## src/rtl/rtc_time_snap_master.sv

```systemverilog
module rtc_time_snap_master #(
  parameter int unsigned POLL_LIMIT = 1024,
  parameter int unsigned CNT_W      = 16
) (
  input  logic        clk,
  input  logic        rst,
  input  logic        start_in,
  input  logic [30:0] ctrl_base_in,
  output logic        busy_out,
  output logic        done_out,
  output logic        err_out,
  output logic [47:0] time_sec_out,
  output logic [37:0] time_ns_out,
  output logic        wr_out,
  output logic        rd_out,
  output logic [7:0]  addr_out,
  output logic [31:0] data_out,
  input  logic [31:0] data_in
);

  typedef enum logic [3:0] {
    IDLE, CLR, SET, WAIT1, WAIT2, POLL, CHK,
    R40, R44, R48, R4C, CAP, DONE
  } state_t;

  state_t state_q, state_d;

  logic [15:0] sec_hi_q;
  logic [31:0] sec_lo_q;
  logic [29:0] ns_hi_q;
  logic [47:0] time_sec_q;
  logic [37:0] time_ns_q;
  logic        timeout;

`ifdef RTC_SNAP_TIMEOUT_EN
  logic [CNT_W-1:0] poll_cnt_q;
  logic             err_q;

  assign timeout = !data_in[0] && (poll_cnt_q == CNT_W'(POLL_LIMIT));
`else
  assign timeout = 1'b0;
`endif

  always_ff @(posedge clk or negedge rst) begin
    if (!rst) begin
      state_q <= IDLE;
    end else begin
      state_q <= state_d;
    end
  end

  always_comb begin
    state_d = state_q;
    case (state_q)
      IDLE:    if (start_in) state_d = CLR;
      CLR:     state_d = SET;
      SET:     state_d = WAIT1;
      WAIT1:   state_d = WAIT2;
      WAIT2:   state_d = POLL;
      POLL:    state_d = CHK;
      CHK: begin
        if (data_in[0])   state_d = R40;
        else if (timeout) state_d = DONE;
        else              state_d = POLL;
      end
      R40:     state_d = R44;
      R44:     state_d = R48;
      R48:     state_d = R4C;
      R4C:     state_d = CAP;
      CAP:     state_d = DONE;
      DONE:    state_d = IDLE;
      default: state_d = IDLE;
    endcase
  end

  always_comb begin
    wr_out   = 1'b0;
    rd_out   = 1'b0;
    addr_out = '0;
    data_out = '0;
    busy_out = (state_q != IDLE);
    done_out = 1'b0;
    err_out  = 1'b0;
    case (state_q)
      CLR: begin
        wr_out   = 1'b1;
        data_out = {ctrl_base_in, 1'b0};
      end
      SET: begin
        wr_out   = 1'b1;
        data_out = {ctrl_base_in, 1'b1};
      end
      POLL: rd_out = 1'b1;
      R40: begin
        rd_out   = 1'b1;
        addr_out = 8'h40;
      end
      R44: begin
        rd_out   = 1'b1;
        addr_out = 8'h44;
      end
      R48: begin
        rd_out   = 1'b1;
        addr_out = 8'h48;
      end
      R4C: begin
        rd_out   = 1'b1;
        addr_out = 8'h4C;
      end
      DONE: begin
        done_out = 1'b1;
`ifdef RTC_SNAP_TIMEOUT_EN
        err_out  = err_q;
`endif
      end
      default: ;
    endcase
  end

  // Read data lags its strobe by one cycle, so each word is staged in the following state.
  always_ff @(posedge clk or negedge rst) begin
    if (!rst) begin
      sec_hi_q   <= '0;
      sec_lo_q   <= '0;
      ns_hi_q    <= '0;
      time_sec_q <= '0;
      time_ns_q  <= '0;
    end else begin
      case (state_q)
        R44: sec_hi_q <= data_in[15:0];
        R48: sec_lo_q <= data_in;
        R4C: ns_hi_q  <= data_in[29:0];
        CAP: begin
          time_sec_q <= {sec_hi_q, sec_lo_q};
          time_ns_q  <= {ns_hi_q, data_in[7:0]};
        end
        default: ;
      endcase
    end
  end

`ifdef RTC_SNAP_TIMEOUT_EN
  always_ff @(posedge clk or negedge rst) begin
    if (!rst) begin
      poll_cnt_q <= '0;
      err_q      <= 1'b0;
    end else begin
      case (state_q)
        POLL: poll_cnt_q <= poll_cnt_q + 1'b1;
        CHK:  if (timeout) err_q <= 1'b1;
        DONE: begin
          poll_cnt_q <= '0;
          err_q      <= 1'b0;
        end
        default: ;
      endcase
    end
  end
`endif

  assign time_sec_out = time_sec_q;
  assign time_ns_out  = time_ns_q;

endmodule

```

## config.mk

```make
export PLATFORM = sky130hd
export DESIGN_NAME = rtc_time_snap_master
export DESIGN_NICKNAME = d
export VERILOG_FILES = /design/src/rtl/rtc_time_snap_master.sv
export SDC_FILE = /design/constraint.sdc
export NUM_CORES = 1
export LEC_CHECK = 0
export ABC_AREA = 1
export CAP_MARGIN = 0
export CORE_ASPECT_RATIO = 0.8
export CORE_MARGIN = 1
export CORE_UTILIZATION = 49
export CTS_BUF_LIST = sky130_fd_sc_hd__clkbuf_8
export DETAILED_ROUTE_END_ITERATION = 8
export PLACE_DENSITY = 0.81
export SKIP_CTS_REPAIR_TIMING = 1
export SLEW_MARGIN = 20
export SYNTH_ARGS = -nofsm -noshare
export SYNTH_HDL_FRONTEND = slang
export SYNTH_SLANG_ARGS = --single-unit
```

## constraint.sdc

```tcl
create_clock -name clk -period 1.6 [get_ports clk]
set_input_delay 0.16 -clock clk [delete_from_list [all_inputs] [get_ports clk]]
set_output_delay 0.16 -clock clk [all_outputs]
set_load 0.03 [all_outputs]
```

After elaboration in Yosys (flattened, before gate mapping)
Cells that the tools add are included. Widths: inputs -> output; s select.

Flip-flop bits (word level): 168. Input port bits: 66. Output and inout port bits: 131.

Equal/unequal tests: 13. Muxes and demuxes: 8. Reductions and logical operators: 4.

Operators with widths (count): $pmux 32 s2 (1); $pmux 4 s12 (1); $pmux 7 s4 (1); $eq 4x4->1 const B (5); $eq 4x3->1 const B (4); $eq 4x2->1 const B (2); $reduce_or 5->1 (1); $eq 4x1->1 const B (1); $logic_not 4->1 (1); $mux 4 (1); $reduce_bool 4->1 (1); $mux 1 (3); $mux 2 (1); $ne 2x2->1 const B (1); $reduce_or 2->1 (1).

Depth between registers and ports, before layout
Gate-level depths: netlist of run 1.

Depth after elaboration: 3. Gate-level depth with buffers: 7. Mapped depth without buffers: 5.

Least setup slack after synthesis of run 1
No wires, ideal clock.

Kind: register to output. Start point: register state_q[2]. End point: output data_out[18]. Data arrival time: 1471 ps. Required time: 1440 ps. Path slack: -31 ps. Cell stages (with the launch flop): 4. Cell sequence: dfrtp_1 > nor2_1 > nand2_1 > a21boi_0.

Word-level cells in the longest chain between the ends: 2.

RTL lines: start, declared (line 26) `state_t state_q, state_d;`; start signal, assigned (line 48) `state_q <= state_d;`; $eq 4x2->1 or $eq 4x1->1 (tied branches) (line 84) `case (state_q)`; $pmux 32 s2 * (line 84); end, declared (line 17) `output logic [31:0] data_out,`.

Every way passes the cells marked *; elsewhere a longest branch is shown, timed or not.

Final worst setup path of run 1
Start point: register state_q[3]. End point: output data_out[18].

The elaborated chain is that of the path after synthesis.

==> results of run 1 <==
==> report_power, final <==
group / switching [mW] / internal, mW
registers: 1.24 / 6.30
logic: 6.37 / 4.17
clock network: 1.59 / 1.49
total: 9.20 / 12.0
==> cells by family after synthesis <==
family / Yosys count
simple gates: 357
compound gates: 116
flops: 168
other cells: 1
buf+inv: 93
==> critical path, stage by stage (launching register included) <==
cell      delay, ns
dfrtp_2        0.45
nor2_4         0.17
nand2_2        0.09
buf_12         0.17
a21boi_2       0.14
buf_4          0.13
buf_12         0.11
==> cell type report <==
| type | count | area share |
|---|---|---|
| sequential | 168 | 0.416 |
| timing repair buffer | 245 | 0.278 |
| multi-input combinational | 480 | 0.229 |
| clock buffer | 19 | 0.0259 |
| tap | 180 | 0.0223 |
| inverter | 39 | 0.0150 |
| clock inverter | 13 | 0.0142 |
==> how the worst max path moves through the flow <==
stage / endpoint / cells past startpoint / startpoint / slack (ns)
global route: data_out[18] / 6 / state_q[2] / -0.35
detailed placement: data_out[18] / 6 / state_q[3] / 0.002
floorplan: data_out[18] / 3 / state_q[2] / -0.03
global placement: data_out[18] / 6 / state_q[3] / 0.008
CTS: data_out[18] / 6 / state_q[3] / -0.50
finish: data_out[18] / 6 / state_q[3] / -0.27
==> registers in the layout, indices dropped and copies added, names as in the netlist <==
signal and cells:
state_q 4, ns_hi_q 30, time_sec_out 48, sec_hi_q 16
time_ns_out 38, sec_lo_q 32
==> cell usage in the layout (no fill, tap or decap), types with 2 or more instances in the layout <==
cell type / count
clkdlybuf4s50_1: 64
clkbuf_8: 19
inv_4: 2
nand2_2: 8
clkinv_2: 2
nand2_1: 248
buf_12: 15
inv_6: 3
conb_1: 6
bufinv_16: 2
clkinvlp_4: 2
buf_6: 15
buf_4: 55
nor2_4: 6
a21boi_1: 27
buf_8: 2
dfrtp_1: 165
o21ai_0: 7
inv_2: 5
o21ai_1: 77
dfrtp_2: 3
clkbuf_16: 6
a21boi_2: 4
dlymetal6s2s_1: 85
inv_1: 33
nor2_1: 2
clkinv_4: 2
nand2_8: 3
nand2_4: 5
nand3_1: 84
==> metrics by stage <==
stage	hold WS [ns]	setup TNS (ns)	instance area (µm²)	power (mW)
after floorplan	-0.136	-0.0622	6800	13.0
after global placement	0.129	0	8920	17.0
after detailed placement	0.129	0	8920	17.3
after CTS	-0.372	-19.56	9330	20.4
after global routing	0.223	-11.61	10100	22.4
final	0.209	-7.68	10100	21.2
==> routing by layer <==
layer	wire length (µm)	part of all wire	vias up
li1	-	-	2795
met3	1910	0.096	20
met4	240	0.012	0
met1	8460	0.42	2936
met5	0	0	-
met2	9340	0.47	287
==> metrics.txt, run 1 <==
# TYPE chip_impl_metric gauge
chip_impl_info{name="run_status",value="complete, but fails checks"} 1
chip_impl_info{name="failed_checks",value="negative setup slack"} 1
chip_impl_metric{name="vdd.ir_drop.worst",unit="µV"} 1350
chip_impl_info{name="synthMostInstantiatedCell",value="nand2_1"} 1
chip_impl_metric{name="clock-sinks",unit=""} 168
chip_impl_metric{name="drt_drc_violations_left",unit=""} 0
chip_impl_metric{name="dieArea",unit="mm²"} 0.0143
chip_impl_metric{name="worst-path-max-fanout",unit=""} 32
chip_impl_metric{name="pin_count",unit=""} 197
chip_impl_info{name="synth_ff_type",value="dfrtp_1"} 1
chip_impl_metric{name="grt_max_degree",unit=""} 72
chip_impl_metric{name="final-hold-violation-count",unit=""} 0
chip_impl_metric{name="setup-violations-final",unit=""} 38
chip_impl_metric{name="drt_first_iter_violations",unit=""} 514
chip_impl_info{name="timing.critical_path.from_type",value="flip-flop"} 1
chip_impl_metric{name="placeableCoreArea",unit="mm²"} 0.0136
chip_impl_metric{name="period_minus_ws_final",unit="ns"} 1.87
chip_impl_metric{name="layout.core_utilization",unit=""} 0.746
chip_impl_info{name="synth_top_cells_by_count",value="nand2_1, dfrtp_1, nand3_1"} 1
chip_impl_metric{name="cp.arrival",unit="ns"} 1.71
chip_impl_metric{name="clock_path_buffers",unit=""} 2
chip_impl_metric{name="synth-compound-area-share",unit=""} 0.0971
chip_impl_metric{name="yosys.area_share.simple",unit=""} 0.215
chip_impl_metric{name="synth-xor-area-share",unit=""} 0
chip_impl_metric{name="grt_util_met1",unit=""} 0.361
chip_impl_metric{name="wl",unit="µm"} 20000
chip_impl_metric{name="fmaxAchievable",unit="MHz"} 534
chip_impl_metric{name="io_buffers",unit=""} 190
chip_impl_metric{name="post-place-cells",unit=""} 1086
chip_impl_info{name="rsz0062_at_grt",value="yes"} 1
chip_impl_metric{name="grt_use_total",unit=""} 0.258
chip_impl_metric{name="synth.area.mux_share",unit=""} 0
chip_impl_metric{name="synth.lib_cells_used.distinct",unit=""} 18
chip_impl_metric{name="first_global_vias",unit=""} 5494
chip_impl_metric{name="grt_first_pass_wirelength",unit="µm"} 28200
chip_impl_metric{name="drt-pass1-iter-count",unit=""} 5
chip_impl_metric{name="netlist_area",unit="mm²"} 0.00678
chip_impl_metric{name="power_leakage",unit="nW"} 6.09
chip_impl_metric{name="post_drt_via_cell_ratio",unit=""} 5.28
chip_impl_metric{name="gr-usage-met3",unit=""} 0.0837
chip_impl_info{name="worst_r2r_startpoint",value="state_q[2]"} 1
chip_impl_info{name="reg2reg_to",value="time_sec_out[0]"} 1
chip_impl_metric{name="place_congestion",unit=""} 0.844
chip_impl_metric{name="cap_violations",unit=""} 0
chip_impl_metric{name="fillers",unit=""} 941
chip_impl_metric{name="drive_gt1_frac",unit=""} 0.171
chip_impl_metric{name="avgSynthCellArea",unit="µm²"} 9.22
chip_impl_metric{name="area_growth_syn_to_layout",unit="%"} 49.3
chip_impl_info{name="timing.hold.worst.class",value="input port to asynchronous set/reset pin"} 1
chip_impl_metric{name="drt-wirelength-per-cell",unit="µm"} 17.4
chip_impl_metric{name="cts_max_level",unit=""} 4
chip_impl_metric{name="r2r_setup_slack",unit="ns"} 0.01
chip_impl_metric{name="final_cycle_utilization_of_the_critical_path",unit=""} 1.17
chip_impl_metric{name="dp_hpwl",unit="µm"} 12100
chip_impl_info{name="synth_top_cells_by_area",value="dfrtp_1, nand2_1, nand3_1"} 1
chip_impl_metric{name="power-per-cell-area",unit="mW/mm²"} 2090
chip_impl_metric{name="synth_seq_cells",unit=""} 168
chip_impl_info{name="globalRoute.busiestLayer",value="met2"} 1
chip_impl_metric{name="area_of_the_multi_input_gates",unit="mm²"} 0.00232
chip_impl_info{name="synth.largest_area_cell",value="dfrtp_1"} 1
chip_impl_metric{name="grt_util_met2",unit=""} 0.389
chip_impl_info{name="clock-root-buffer",value="clkbuf_8"} 1
chip_impl_metric{name="worst-endpoint-required",unit="ns"} 1.44
chip_impl_metric{name="nNetsFinal",unit=""} 1017
chip_impl_metric{name="ff2ff_path_depth",unit=""} 9
chip_impl_metric{name="register_area",unit="mm²"} 0.00421
chip_impl_metric{name="synth-seq-area-share",unit=""} 0.620
chip_impl_metric{name="antenna_nets_post_route",unit=""} 0
chip_impl_info{name="critical_path.endpoint_type",value="primary output"} 1
chip_impl_metric{name="instances_no_fill",unit=""} 1144
chip_impl_metric{name="antenna_found_initial",unit=""} 0
chip_impl_metric{name="diodes",unit=""} 0
chip_impl_info{name="dominant_combinational_cell_family_by_area_after_synthesis",value="simple AND/OR/NAND/NOR gates"} 1
chip_impl_info{name="worstSetupPathType",value="flip-flop to primary output"} 1
chip_impl_metric{name="clk_pin_slew_worst_paths",unit="ns"} 0.09
chip_impl_metric{name="initial_core_util",unit=""} 0.500
chip_impl_metric{name="clk-insertion-delay-late",unit="ns"} 0.46
chip_impl_metric{name="fin_worst_skew",unit="ns"} 0.0138
chip_impl_metric{name="syn_inst",unit=""} 735
chip_impl_metric{name="synth_enable_flop_cells",unit=""} 0
chip_impl_info{name="cts_tree",value="done"} 1
chip_impl_metric{name="die_y",unit="µm"} 107
chip_impl_metric{name="total_clock_buffers_created_by_cts",unit=""} 17
chip_impl_metric{name="slew_viol_final",unit=""} 0
chip_impl_metric{name="globalRouteOverflowTotal",unit=""} 0
chip_impl_metric{name="synth-adder-area-share",unit=""} 0
chip_impl_metric{name="yosysTopAreaCellShare",unit=""} 0.620
chip_impl_metric{name="row_count",unit=""} 38
chip_impl_metric{name="detailroute.via_count",unit=""} 6038
chip_impl_metric{name="minimum_setup_slack_in_the_final_design",unit="ns"} -0.272
chip_impl_metric{name="postSynth.asyncResetShare",unit=""} 1.00
chip_impl_metric{name="place_worst_setup_slack",unit="ns"} 0.00172
chip_impl_metric{name="ys_warn_count",unit=""} 0
chip_impl_metric{name="die_width",unit="µm"} 133
(Power assumes the default switching activity.)
==> run 2: changes to the inputs <==
--- a/config.mk
+++ b/config.mk
@@ -7,12 +7,14 @@
 export LEC_CHECK = 0
 export ABC_AREA = 1
 export CAP_MARGIN = 0
+export CELL_PAD_IN_SITES_DETAIL_PLACEMENT = 2
+export CELL_PAD_IN_SITES_GLOBAL_PLACEMENT = 2
 export CORE_ASPECT_RATIO = 0.8
 export CORE_MARGIN = 1
-export CORE_UTILIZATION = 49
+export CORE_UTILIZATION = 29
 export CTS_BUF_LIST = sky130_fd_sc_hd__clkbuf_8
 export DETAILED_ROUTE_END_ITERATION = 8
-export PLACE_DENSITY = 0.81
+export PLACE_DENSITY = 0.93
 export SKIP_CTS_REPAIR_TIMING = 1
 export SLEW_MARGIN = 20
 export SYNTH_ARGS = -nofsm -noshare
==> run 2 against run 1 <==
  * The flow still finishes with violations (negative setup slack)
  * Maximum frequency fell by 5.3%
  * First-iteration DRC count fell by 40%
  * Cell count rose by 10%
  * Critical path depth fell by 1
  * Largest power group unchanged
==> metrics.txt, run 2 (synthesized netlist as in run 1, its figures left out) <==
# TYPE chip_impl_metric gauge
chip_impl_metric{name="cp_slowest_stage_delay",unit="ns"} 0.42
chip_impl_metric{name="antenna_found_initial",unit=""} 0
chip_impl_metric{name="drt-pass1-iter-count",unit=""} 4
chip_impl_info{name="timing.critical_path.from_type",value="flip-flop"} 1
chip_impl_metric{name="grt_use_total",unit=""} 0.201
chip_impl_metric{name="cap_violations",unit=""} 0
chip_impl_info{name="failed_checks",value="negative setup slack"} 1
chip_impl_metric{name="clock-sinks",unit=""} 168
chip_impl_metric{name="combinationalPowerShare",unit=""} 0.508
chip_impl_metric{name="power_leakage",unit="nW"} 6.12
chip_impl_metric{name="clk-insertion-delay-late",unit="ns"} 0.47
chip_impl_metric{name="slew_viol_final",unit=""} 0
chip_impl_metric{name="pin_count",unit=""} 197
chip_impl_info{name="layout_commonest_cell",value="nand2_1"} 1
chip_impl_metric{name="post-place-cells",unit=""} 1209
chip_impl_metric{name="final-hold-violation-count",unit=""} 0
chip_impl_info{name="timing.hold.worst.class",value="input port to asynchronous set/reset pin"} 1
chip_impl_metric{name="worst-path-max-fanout",unit=""} 11
chip_impl_info{name="critical-path-slowest-cell",value="dfrtp_1"} 1
chip_impl_info{name="cpLargestDelayFamily",value="flip-flops"} 1
chip_impl_metric{name="dieArea",unit="mm²"} 0.0240
chip_impl_metric{name="row_count",unit=""} 49
chip_impl_metric{name="clock_path_buffers",unit=""} 2
chip_impl_metric{name="p_sw_frac",unit=""} 0.455
chip_impl_metric{name="drt_drc_violations_left",unit=""} 0
chip_impl_metric{name="sequentialPowerShare",unit=""} 0.349
chip_impl_metric{name="vdd.ir_drop.worst",unit="µV"} 988
chip_impl_info{name="rsz0062_at_grt",value="yes"} 1
chip_impl_metric{name="power.net_switching",unit="mW"} 9.95
chip_impl_metric{name="minimum_setup_slack_in_the_final_design",unit="ns"} -0.376
chip_impl_metric{name="placeableCoreArea",unit="mm²"} 0.0227
chip_impl_metric{name="cp.arrival",unit="ns"} 1.82
chip_impl_metric{name="cts_max_level",unit=""} 4
chip_impl_metric{name="nNetsFinal",unit=""} 1010
chip_impl_info{name="run_status",value="complete, but fails checks"} 1
chip_impl_info{name="clock-root-buffer",value="clkbuf_8"} 1
chip_impl_metric{name="diodes",unit=""} 0
chip_impl_info{name="critical_path.endpoint_type",value="primary output"} 1
chip_impl_metric{name="first_global_vias",unit=""} 6584
chip_impl_metric{name="fmaxAchievable",unit="MHz"} 506
chip_impl_info{name="cts_tree",value="done"} 1
chip_impl_metric{name="period_minus_ws_final",unit="ns"} 1.98
chip_impl_metric{name="drt-wirelength-per-cell",unit="µm"} 22.1
chip_impl_metric{name="initial_core_util",unit=""} 0.299
chip_impl_metric{name="total_clock_buffers_created_by_cts",unit=""} 17
chip_impl_metric{name="power.share.clock",unit=""} 0.142
chip_impl_info{name="worstSetupPathType",value="flip-flop to primary output"} 1
chip_impl_metric{name="final_cycle_utilization_of_the_critical_path",unit=""} 1.24
chip_impl_metric{name="area_growth_syn_to_layout",unit="%"} 52.5
chip_impl_metric{name="globalRouteOverflowTotal",unit=""} 0
chip_impl_metric{name="place_congestion",unit=""} 0.758
chip_impl_metric{name="grt_max_degree",unit=""} 56
chip_impl_metric{name="clk_pin_slew_worst_paths",unit="ns"} 0.09
chip_impl_metric{name="die_y",unit="µm"} 139
chip_impl_info{name="worst_r2r_startpoint",value="state_q[3]"} 1
chip_impl_metric{name="detailroute.via_count",unit=""} 6176
chip_impl_metric{name="dp_hpwl",unit="µm"} 16000
chip_impl_metric{name="worst-endpoint-required",unit="ns"} 1.44
chip_impl_info{name="mostFrequentLayoutCells",value="nand2_1, dfrtp_1, nand3_1, dlymetal6s2s_1, o21ai_1"} 1
chip_impl_metric{name="fin_worst_skew",unit="ns"} 0.0131
chip_impl_metric{name="setup-violations-final",unit=""} 49
chip_impl_info{name="crit_start",value="state_q[3]"} 1
chip_impl_metric{name="total_power",unit="mW"} 21.9
chip_impl_metric{name="largest_register_ff_count",unit=""} 48
chip_impl_info{name="path_cells",value="nor2_4 > nand2_4 > buf_6 > a21boi_1 > buf_4"} 1
chip_impl_metric{name="drt_first_iter_violations",unit=""} 307
chip_impl_metric{name="critical_path_buf_inv_count",unit=""} 2
chip_impl_metric{name="die_width",unit="µm"} 173
chip_impl_metric{name="internal-power",unit="mW"} 11.9
chip_impl_metric{name="wl",unit="µm"} 27900
chip_impl_metric{name="drive_gt1_frac",unit=""} 0.167
chip_impl_metric{name="grt_first_pass_wirelength",unit="µm"} 37300
chip_impl_metric{name="power-per-cell-area",unit="mW/mm²"} 2120
chip_impl_metric{name="post_drt_via_cell_ratio",unit=""} 4.89
chip_impl_metric{name="io_buffers",unit=""} 190
chip_impl_metric{name="instances_no_fill",unit=""} 1262
chip_impl_metric{name="antenna_nets_post_route",unit=""} 0
-- run 2: changes by cell type in the layout (fill, tap and decap cells not counted), moves of 2 or more --
cell,change
nand2_1,+7
buf_4,-22
clkbuf_8,+3
clkinv_4,+2
a21boi_4,+3
a21boi_1,-11
o21ai_1,-2
nand2_2,-5
a21boi_2,+8
buf_6,+11
inv_6,-2
buf_12,+2
o21ai_2,+2
-- run 2: area by class of cell --
| cell class | count | area [µm²] |
|---|---|---|
| Clock buffer | 22 | 303 |
| Clock inverter | 9 | 91.3 |
| Fill cell | 2340 | 12400 |
| Inverter | 39 | 149 |
| Multi-Input combinational cell | 480 | 2340 |
| Sequential cell | 168 | 4210 |
| Tap cell | 306 | 383 |
| Timing Repair Buffer | 238 | 2860 |
-- run 2: power by group through the flow --
stage | clock, mW | combinational (mW) | sequential (mW)
6_report | 3.11 | 11.1 | 7.64
5_1_grt | 3.34 | 11.9 | 7.86
4_1_cts | 3.16 | 10.1 | 7.59
3_5_place_dp | 0 | 10.0 | 7.63
3_3_place_gp | 0 | 9.61 | 7.47
2_1_floorplan | 0 | 3.74 | 9.25
-- run 2: metrics by stage --
step | setup WS (ns) | hold WS (ns) | TNS (ns) | instance area (µm²) | utilization
after CTS | -0.559 | -0.418 | -26.39 | 9460 | 0.417
final | -0.376 | 0.168 | -10.41 | 10300 | 0.455
after global placement | 0.0417 | 0.100 | 0 | 9070 | 0.400
after detailed placement | -0.0289 | 0.107 | -0.0479 | 9070 | 0.400
after global routing | -0.457 | 0.174 | -16.17 | 10300 | 0.455
after floorplan | -0.0311 | -0.136 | -0.0622 | 6800 | -
-- run 2: metal layers --
layer,up-vias,routed length [µm],global-route usage
met1,3209,11700,0.251
met5,-,0,0
met4,0,442,0.0526
li1,2760,-,-
met3,26,1560,0.0576
met2,181,14200,0.341
-- run 2: worst paths after layout --
check                                   end  slack, ns  cells past startpoint
max                            data_out[30]      -0.38                      5
min in group clk               sec_lo_q[23]       0.26                      3
min reg2reg                 time_sec_out[5]       0.47                      2
min                        time_sec_out[16]       0.17                      2
max reg2reg                  time_ns_out[2]      -0.06                      9
max in group asynchronous      sec_lo_q[14]       0.82                      3
==> run 3: changes to the inputs <==
--- a/config.mk
+++ b/config.mk
@@ -13,6 +13,7 @@
 export CORE_MARGIN = 1
 export CORE_UTILIZATION = 29
 export CTS_BUF_LIST = sky130_fd_sc_hd__clkbuf_8
+export CTS_CLUSTER_SIZE = 20
 export DETAILED_ROUTE_END_ITERATION = 8
 export PLACE_DENSITY = 0.93
 export SKIP_CTS_REPAIR_TIMING = 1
@@ -20,3 +21,4 @@
 export SYNTH_ARGS = -nofsm -noshare
 export SYNTH_HDL_FRONTEND = slang
 export SYNTH_SLANG_ARGS = --single-unit
+export TNS_END_PERCENT = 50
==> run 3 against run 2 <==
  * Maximum frequency is 2.0% higher
  * Critical path type unchanged
  * Combinational power is 4% lower
  * Largest power group unchanged
  * The run still ends with negative setup slack left
  * Worst hold slack gained 0.013 ns
  * Power decreased by 2.5%
  * Final area decreased by 2.8%
  * Clock skew rose by 0.0014 ns
  * Global-route usage unchanged
  * Setup slack improved by 0.039 ns
  * Clock power about the same
==> metrics.txt, run 3 (synthesized netlist as in run 1, its figures left out) <==
# TYPE chip_impl_metric gauge
chip_impl_metric{name="worst-endpoint-required",unit="ns"} 1.44
chip_impl_metric{name="antenna_nets_post_route",unit=""} 0
chip_impl_metric{name="ff2ff_path_depth",unit=""} 10
chip_impl_metric{name="cap_violations",unit=""} 0
chip_impl_metric{name="setup-violations-final",unit=""} 122
chip_impl_metric{name="power.net_switching",unit="mW"} 9.55
chip_impl_metric{name="cp.arrival",unit="ns"} 1.78
chip_impl_metric{name="clk_pin_slew_worst_paths",unit="ns"} 0.09
chip_impl_metric{name="internal-power",unit="mW"} 11.8
chip_impl_metric{name="slew_viol_final",unit=""} 0
chip_impl_metric{name="dieArea",unit="mm²"} 0.0240
chip_impl_info{name="reg2reg_to",value="time_sec_out[6]"} 1
chip_impl_metric{name="vdd.ir_drop.worst",unit="µV"} 954
chip_impl_info{name="path_cells",value="nor2_4 > nand2_4 > buf_6 > a21boi_1 > buf_4"} 1
chip_impl_metric{name="place_congestion",unit=""} 0.758
chip_impl_metric{name="die_width",unit="µm"} 173
chip_impl_metric{name="diodes",unit=""} 0
chip_impl_info{name="critical_path.endpoint_type",value="primary output"} 1
chip_impl_info{name="failed_checks",value="negative setup slack"} 1
chip_impl_metric{name="combinationalPowerShare",unit=""} 0.500
chip_impl_metric{name="worst-path-max-fanout",unit=""} 11
chip_impl_metric{name="drive_gt1_frac",unit=""} 0.158
chip_impl_metric{name="worst_path_depth",unit=""} 5
chip_impl_metric{name="r2r_setup_slack",unit="ns"} -0.12
chip_impl_info{name="run_status",value="complete, but fails checks"} 1
chip_impl_metric{name="minimum_setup_slack_in_the_final_design",unit="ns"} -0.337
chip_impl_info{name="clock-root-buffer",value="clkbuf_8"} 1
chip_impl_info{name="worstSetupPathType",value="flip-flop to primary output"} 1
chip_impl_metric{name="layout.core_utilization",unit=""} 0.443
chip_impl_metric{name="sequentialPowerShare",unit=""} 0.356
chip_impl_info{name="rsz0062_at_grt",value="yes"} 1
chip_impl_metric{name="clock-sinks",unit=""} 168
chip_impl_metric{name="power_leakage",unit="nW"} 6.00
chip_impl_metric{name="largest_register_ff_count",unit=""} 48
chip_impl_metric{name="io_buffers",unit=""} 190
chip_impl_metric{name="row_count",unit=""} 49
chip_impl_metric{name="wl",unit="µm"} 24300
chip_impl_info{name="layout_commonest_cell",value="nand2_1"} 1
chip_impl_metric{name="holdWs",unit="ns"} 0.181
chip_impl_metric{name="area_growth_syn_to_layout",unit="%"} 48.2
chip_impl_metric{name="fillers",unit=""} 2370
chip_impl_metric{name="initial_core_util",unit=""} 0.299
chip_impl_info{name="critical-path-slowest-cell",value="dfrtp_1"} 1
chip_impl_metric{name="grt_first_pass_wirelength",unit="µm"} 37300
chip_impl_metric{name="detailroute.via_count",unit=""} 6011
chip_impl_info{name="cpLargestDelayFamily",value="flip-flops"} 1
chip_impl_metric{name="antenna_found_initial",unit=""} 0
chip_impl_metric{name="die_y",unit="µm"} 139
chip_impl_metric{name="fin_worst_skew",unit="ns"} 0.0145
chip_impl_metric{name="critical_path_buf_inv_count",unit=""} 2
chip_impl_metric{name="first_global_vias",unit=""} 6584
chip_impl_metric{name="drt-pass1-iter-count",unit=""} 6
chip_impl_metric{name="placeableCoreArea",unit="mm²"} 0.0227
chip_impl_info{name="timing.hold.worst.class",value="input port to asynchronous set/reset pin"} 1
chip_impl_info{name="worst_r2r_startpoint",value="state_q[3]"} 1
chip_impl_metric{name="setup_tns",unit="ns"} -15.32
chip_impl_metric{name="globalRouteOverflowTotal",unit=""} 0
chip_impl_metric{name="power.share.clock",unit=""} 0.144
chip_impl_metric{name="final-hold-violation-count",unit=""} 0
chip_impl_metric{name="fmaxAchievable",unit="MHz"} 516
chip_impl_metric{name="drt-wirelength-per-cell",unit="µm"} 19.5
chip_impl_metric{name="dp_hpwl",unit="µm"} 16000
chip_impl_metric{name="cp_slowest_stage_delay",unit="ns"} 0.43
chip_impl_metric{name="post_drt_via_cell_ratio",unit=""} 4.80
chip_impl_metric{name="nNetsFinal",unit=""} 999
chip_impl_metric{name="grt_max_degree",unit=""} 56
chip_impl_info{name="timing.critical_path.from_type",value="flip-flop"} 1
chip_impl_metric{name="p_sw_frac",unit=""} 0.448
chip_impl_info{name="mostFrequentLayoutCells",value="nand2_1, dfrtp_1, nand3_1, dlymetal6s2s_1, o21ai_1"} 1
chip_impl_metric{name="period_minus_ws_final",unit="ns"} 1.94
chip_impl_metric{name="total_clock_buffers_created_by_cts",unit=""} 17
chip_impl_metric{name="drt_drc_violations_left",unit=""} 0
chip_impl_metric{name="grt_use_total",unit=""} 0.201
chip_impl_metric{name="clk-insertion-delay-late",unit="ns"} 0.46
chip_impl_metric{name="pin_count",unit=""} 197
chip_impl_metric{name="power-per-cell-area",unit="mW/mm²"} 2120
chip_impl_metric{name="final_cycle_utilization_of_the_critical_path",unit=""} 1.21
chip_impl_metric{name="drt_first_iter_violations",unit=""} 244
chip_impl_metric{name="cts_max_level",unit=""} 4
chip_impl_metric{name="clock_path_buffers",unit=""} 2
chip_impl_info{name="cts_tree",value="done"} 1
## run 3: cell types whose count changed in the layout (fill, tap and decap cells not counted), sizes merged
cell | before | now
clkbuf | 30 | 23
buf | 80 | 77
nand2 | 264 | 263
## run 3: worst max-delay path by stage
stage                     from           end  slack [ns]
floorplan           state_q[2]  data_out[18]       -0.03
detailed placement  state_q[2]   ns_hi_q[12]       -0.03
finish              state_q[3]  data_out[28]       -0.34
CTS                 state_q[0]  data_out[18]       -0.56
global placement    state_q[0]  data_out[18]        0.04
global route        state_q[3]  data_out[28]       -0.42
## run 3: cell type report
cell class              count  area (µm²)  share of cell area
flip-flops and latches    168        4210               0.419
repair buffers            228        2610               0.259
multi-input cells         479        2310               0.230
well taps                 306         383              0.0381
clock buffers              22         303              0.0301
inverters                  39         149              0.0148
clock inverters             9        91.3             0.00909
## run 3: power by group through the flow
stage	Clock (mW)	Sequential (mW)	Combinational (mW)
after floorplan	0	9.25	3.74
after global placement	0	7.47	9.61
after detailed placement	0	7.63	10.0
after CTS	3.16	7.59	10.1
after global routing	3.32	7.82	11.5
final	3.08	7.59	10.7
## run 3: metal layers
metal / global-route usage / routed length [µm] / vias up
met1: 0.251 / 10300 / 3071
li1: - / - / 2739
met4: 0.0526 / 320 / 0
met2: 0.341 / 12300 / 176
met3: 0.0576 / 1380 / 25
met5: 0 / 0 / -
## run 3: per-stage QoR
| step | setup WS (ns) | cell area (µm²) | instances | power [mW] |
|---|---|---|---|---|
| final | -0.337 | 10000 | 1251 | 21.3 |
| after global placement | 0.0417 | 9070 | 1209 | 17.1 |
| after floorplan | -0.0311 | 6800 | 740 | 13.0 |
| after CTS | -0.559 | 9460 | 1240 | 20.9 |
| after detailed placement | -0.0289 | 9070 | 1209 | 17.7 |
| after global routing | -0.419 | 10000 | 1251 | 22.6 |
